[src/rtl/mul_sched.sv]
// Round-robin scheduler sharing one booth32 multiplier between two requesters.
// Operands are latched at grant; the product is captured after SETTLE cycles.
module mul_sched #(
   parameter int SETTLE = 2
) (
   input  logic        clk,
   input  logic        clr,
   input  logic        req0,
   input  logic        req1,
   input  logic [31:0] a0,
   input  logic [31:0] b0,
   input  logic [31:0] a1,
   input  logic [31:0] b1,
   output logic [31:0] mul_a,
   output logic [31:0] mul_b,
   input  logic [63:0] mul_p,
   output logic        gnt0,
   output logic        gnt1,
   output logic        done0,
   output logic        done1,
   output logic [63:0] result,
   output logic        busy
);

   typedef enum logic [1:0] {
      IDLE = 2'd0,
      RUN  = 2'd1,
      DONE = 2'd2
   } state_t;

   localparam logic [3:0] CNT_INIT = 4'(SETTLE - 1);

   state_t      state_q, state_d;
   logic [3:0]  cnt_q, cnt_d;
   logic [31:0] a_q, a_d;
   logic [31:0] b_q, b_d;
   logic [63:0] res_q, res_d;
   logic        last_q, last_d;
   logic        gnt0_q, gnt0_d;
   logic        gnt1_q, gnt1_d;
   logic        done0_q, done0_d;
   logic        done1_q, done1_d;
   logic        pick1;

   // last_q high means requester 1 was granted last, so 0 wins the next tie
   always_ff @(posedge clk or negedge clr) begin
      if (!clr) begin
         state_q <= IDLE;
         cnt_q   <= 4'd0;
         a_q     <= 32'd0;
         b_q     <= 32'd0;
         res_q   <= 64'd0;
         last_q  <= 1'b1;
         gnt0_q  <= 1'b0;
         gnt1_q  <= 1'b0;
         done0_q <= 1'b0;
         done1_q <= 1'b0;
      end else begin
         state_q <= state_d;
         cnt_q   <= cnt_d;
         a_q     <= a_d;
         b_q     <= b_d;
         res_q   <= res_d;
         last_q  <= last_d;
         gnt0_q  <= gnt0_d;
         gnt1_q  <= gnt1_d;
         done0_q <= done0_d;
         done1_q <= done1_d;
      end
   end

   always_comb begin
      state_d = state_q;
      cnt_d   = cnt_q;
      a_d     = a_q;
      b_d     = b_q;
      res_d   = res_q;
      last_d  = last_q;
      gnt0_d  = 1'b0;
      gnt1_d  = 1'b0;
      done0_d = 1'b0;
      done1_d = 1'b0;
      pick1   = req1 & (~req0 | ~last_q);
      unique case (state_q)
         IDLE: begin
            if (req0 | req1) begin
               state_d = RUN;
               cnt_d   = CNT_INIT;
               last_d  = pick1;
               a_d     = pick1 ? a1 : a0;
               b_d     = pick1 ? b1 : b0;
               gnt0_d  = ~pick1;
               gnt1_d  = pick1;
            end
         end
         RUN: begin
            if (cnt_q == 4'd0) begin
               state_d = DONE;
               res_d   = mul_p;
               done0_d = ~last_q;
               done1_d = last_q;
            end else begin
               cnt_d = cnt_q - 4'd1;
            end
         end
         DONE: state_d = IDLE;
         default: state_d = IDLE;
      endcase
   end

   always_comb begin
      busy   = (state_q != IDLE);
      mul_a  = a_q;
      mul_b  = b_q;
      result = res_q;
      gnt0   = gnt0_q;
      gnt1   = gnt1_q;
      done0  = done0_q;
      done1  = done1_q;
   end

endmodule
[config.mk]
export PLATFORM = sky130hd
export DESIGN_NAME = mul_sched
export DESIGN_NICKNAME = d
export VERILOG_FILES = /design/src/rtl/mul_sched.sv
export SDC_FILE = /design/constraint.sdc
export NUM_CORES = 1
export LEC_CHECK = 0
export BUFFER_PORTS_ARGS = -buffer_cell sky130_fd_sc_hd__buf_2
export CORE_AREA = 2 2 127 129
export CTS_BUF_LIST = sky130_fd_sc_hd__clkbuf_16
export CTS_CLUSTER_DIAMETER = 40
export DETAILED_ROUTE_END_ITERATION = 16
export DIE_AREA = 0 0 129 131
export PLACE_DENSITY_LB_ADDON = 0.05
export SLEW_MARGIN = 0
export SYNTH_ARGS = -nofsm -noshare
export SYNTH_HDL_FRONTEND = slang
export SYNTH_SLANG_ARGS = --single-unit
[constraint.sdc]
create_clock -name clk -period 1.95 [get_ports clk]
set_clock_uncertainty 0.2 [all_clocks]
set_input_delay 0.0975 -clock clk [delete_from_list [all_inputs] [get_ports clk]]
set_output_delay 0.0975 -clock clk [all_outputs]
set_load 0.02 [all_outputs]
==> run metrics <==
met3 WL 1410 µm; total CTS buffers 17; CTS tree built; total die area 16,900 µm²; reg-to-reg slack, setup 0.05 ns; fin crit period 1.90 ns; Setup TNS Final 0 ns; Post-Synth Adder-Cell Area 0.401%; outcome finished, final reports clean; largest fanout on the critical path 6; Post-Syn Area 6240 µm²; Final HPWL DP 13,700 µm; count of input and output buffers 328; top cell type's share of synthesized area 55.4%; ys async rst share 100%; first-pass GRT wire length 32,500 µm; Clock Latency Late Sink 0.41 ns; largest family of logic cells by synthesized area multiplexers; worst slew pin tran 0.418 ns; register area share after synthesis 55.8%; Sink Count 139; Synth Area in XOR/XNOR 0%; row count 46; CP endpoint kind flip-flop; CP Data Arrival Time 1.99 ns; M1 WL 9110 µm; setup violators final 0; io pins 329; peak supply drop 0.850 mV; synthesis-stage register bit count 139; Slew Limit Fails 0; Area Growth Syn to Fin 74.6%; remaining global-route overflow 0; max layer used met4; CTS H-tree depth 4; Worst Path Required 2.04 ns; Simple-Gate Fraction of Synth Area 8.88%; Leak 5.40 nW; Util after Layout 69.8%; complex-gate fraction of the synthesized area 14.4%; area of the multi-input gates 2420 µm²; Max Clk Rate 525 MHz; design area 10,900 µm²; Ys Warns 0; placed inst area 8090 µm²; largest cells by area after synthesis dfrtp_1 (55%), mux2_4 (12%), a221o_1 (6.4%); fin nets 1,192; HP Class primary input to flip-flop; Synth Instances 456; total number of vias 5,985; Max Cap Viol 0; Total Routing Usage GR 25.0%; WHS 0.0426 ns; unrepaired setup endpoints after global routing yes; Netlist cell types 42; Fillers 1,060; initial antenna violation count 0; core area 15,600 µm²; drt pass-1 iters 4; vias in the first global route 6,221; largest net degree at the start of global routing 51; multiplexer share of the synthesized area 14.7%; vias per cell 4.89; Avg Cell Area, Syn 13.7 µm²; Power Density 1610 nW/µm²; met2 routed WL 11,300 µm; ys flop type dfrtp_1; largest area contributor in the netlist dfrtp_1; crit path kind flip-flop to flip-flop; area of all sequential standard cells 3480 µm²; clk root buf clkbuf_16; Initial Util 40.0%; most frequent cells in the layout buf_2 (327), dlygate4sd3_1 (195), dfrtp_1 (138); Residual DRC 0; Die W 129 µm; Max-Slew Margin vs Limit 72.1%; DR WL/cell 18.3 µm; final period utilization 97.6%; clk slew on worst S/H paths 0.06 ns; share of layout cells above drive strength 1 48.7%; Die Y 131 µm; Critical Path Source Type flip-flop; post-route setup slack 0.0470 ns; gpl congestion 0.785; DR iter-0 viols 305; final wirelength 22,400 µm; DP Worst Slack 0.00460 ns; Post-synth EDFFs 0; Max Buffers Root-to-Sink 2; Final Hold Fails 0; Antenna Nets Post-Route 0; most common cell after layout, fill and taps aside buf_2; Net Count, Synth 654
power breakdown:
| part | internal (mW) | switching, mW |
|---|---|---|
| sequential | 4.36 | 0.851 |
| clock | 2.27 | 1.27 |
| combinational | 4.01 | 4.75 |
what timing repair did:
item	in CTS	in global routing
resized for setup	1	16
endpoints found under the hold margin	267	0
setup endpoints to repair	1	74
buffers inserted	0	0
cloned	0	8
pin swaps	0	1
hold buffers	195	0
worst paths after layout:
check                                start    endpoint  cells past startpoint
min in group asynchronous              clr  result[51]                      3
worst max register to register    cnt_q[0]   result[3]                      7
worst max-delay path              cnt_q[0]   result[3]                      7
worst min register to register  result[60]  result[60]                      1
max in group asynchronous              clr      last_q                      4
worst min-delay path                  req0        gnt0                      4
cell families after synthesis:
| logic type | after synthesis |
|---|---|
| AO/OA/AOI/OAI | 100 |
| adder cells (fa/ha/maj) | 2 |
| buffers and inverters | 44 |
| flip-flops | 139 |
| multiplexers | 65 |
| AND/OR/NAND/NOR | 106 |
layer usage:
layer	global-route usage (%)	vias up
li1	-	2769
met1	29.0	2912
met2	43.9	260
met3	6.64	44
met4	10.8	0
met5	0	-
state kept, by name, summed over array words and instances, names as in the netlist:
name	flops
result	64
state_q	2
mul_a	32
mul_b	32
done1	1
gnt0	1
done0	1
gnt1	1
last_q	1
cnt_q	4
through the flow:
step | total power [mW] | cells
floorplan | 10.7 | 456
global placement | 13.0 | 988
detailed placement | 13.2 | 988
CTS | 17.1 | 1215
global route | 18.4 | 1223
finish | 17.5 | 1224
final cells by class:
cell class | count | area share (%)
antenna | 1 | 0.0230
clock buffer | 17 | 3.90
timing repair buffer | 554 | 36.9
tap | 216 | 2.48
timing repair inverter | 1 | 0.103
clock inverter | 15 | 2.03
inverter | 7 | 0.356
multi-input combinational | 274 | 22.2
sequential | 139 | 31.9
cell usage after synthesis, types with 2 or more instances:
master    instances
dfrtp_1         138
mux2_4           49
nand2_1          48
a221o_1          40
and3_1           40
a21oi_1          25
a31oi_2          18
mux2_2           15
buf_6            10
clkbuf_1          9
buf_2             7
a31oi_1           6
buf_12            6
buf_4             5
inv_1             5
nor2_1            4
o21ai_0           3
ha_1              2
inv_2             2
nand2_2           2
worst max-delay path: stages, from the launching register on:
cell and delay [ns]:
dfrtp_1 0.39, inv_2 0.08, ha_4 0.13, nor3b_4 0.22, nand2_4 0.14, inv_8 0.12, buf_16 0.13, mux2_2 0.36
Power figures use the tool's default switching activity.
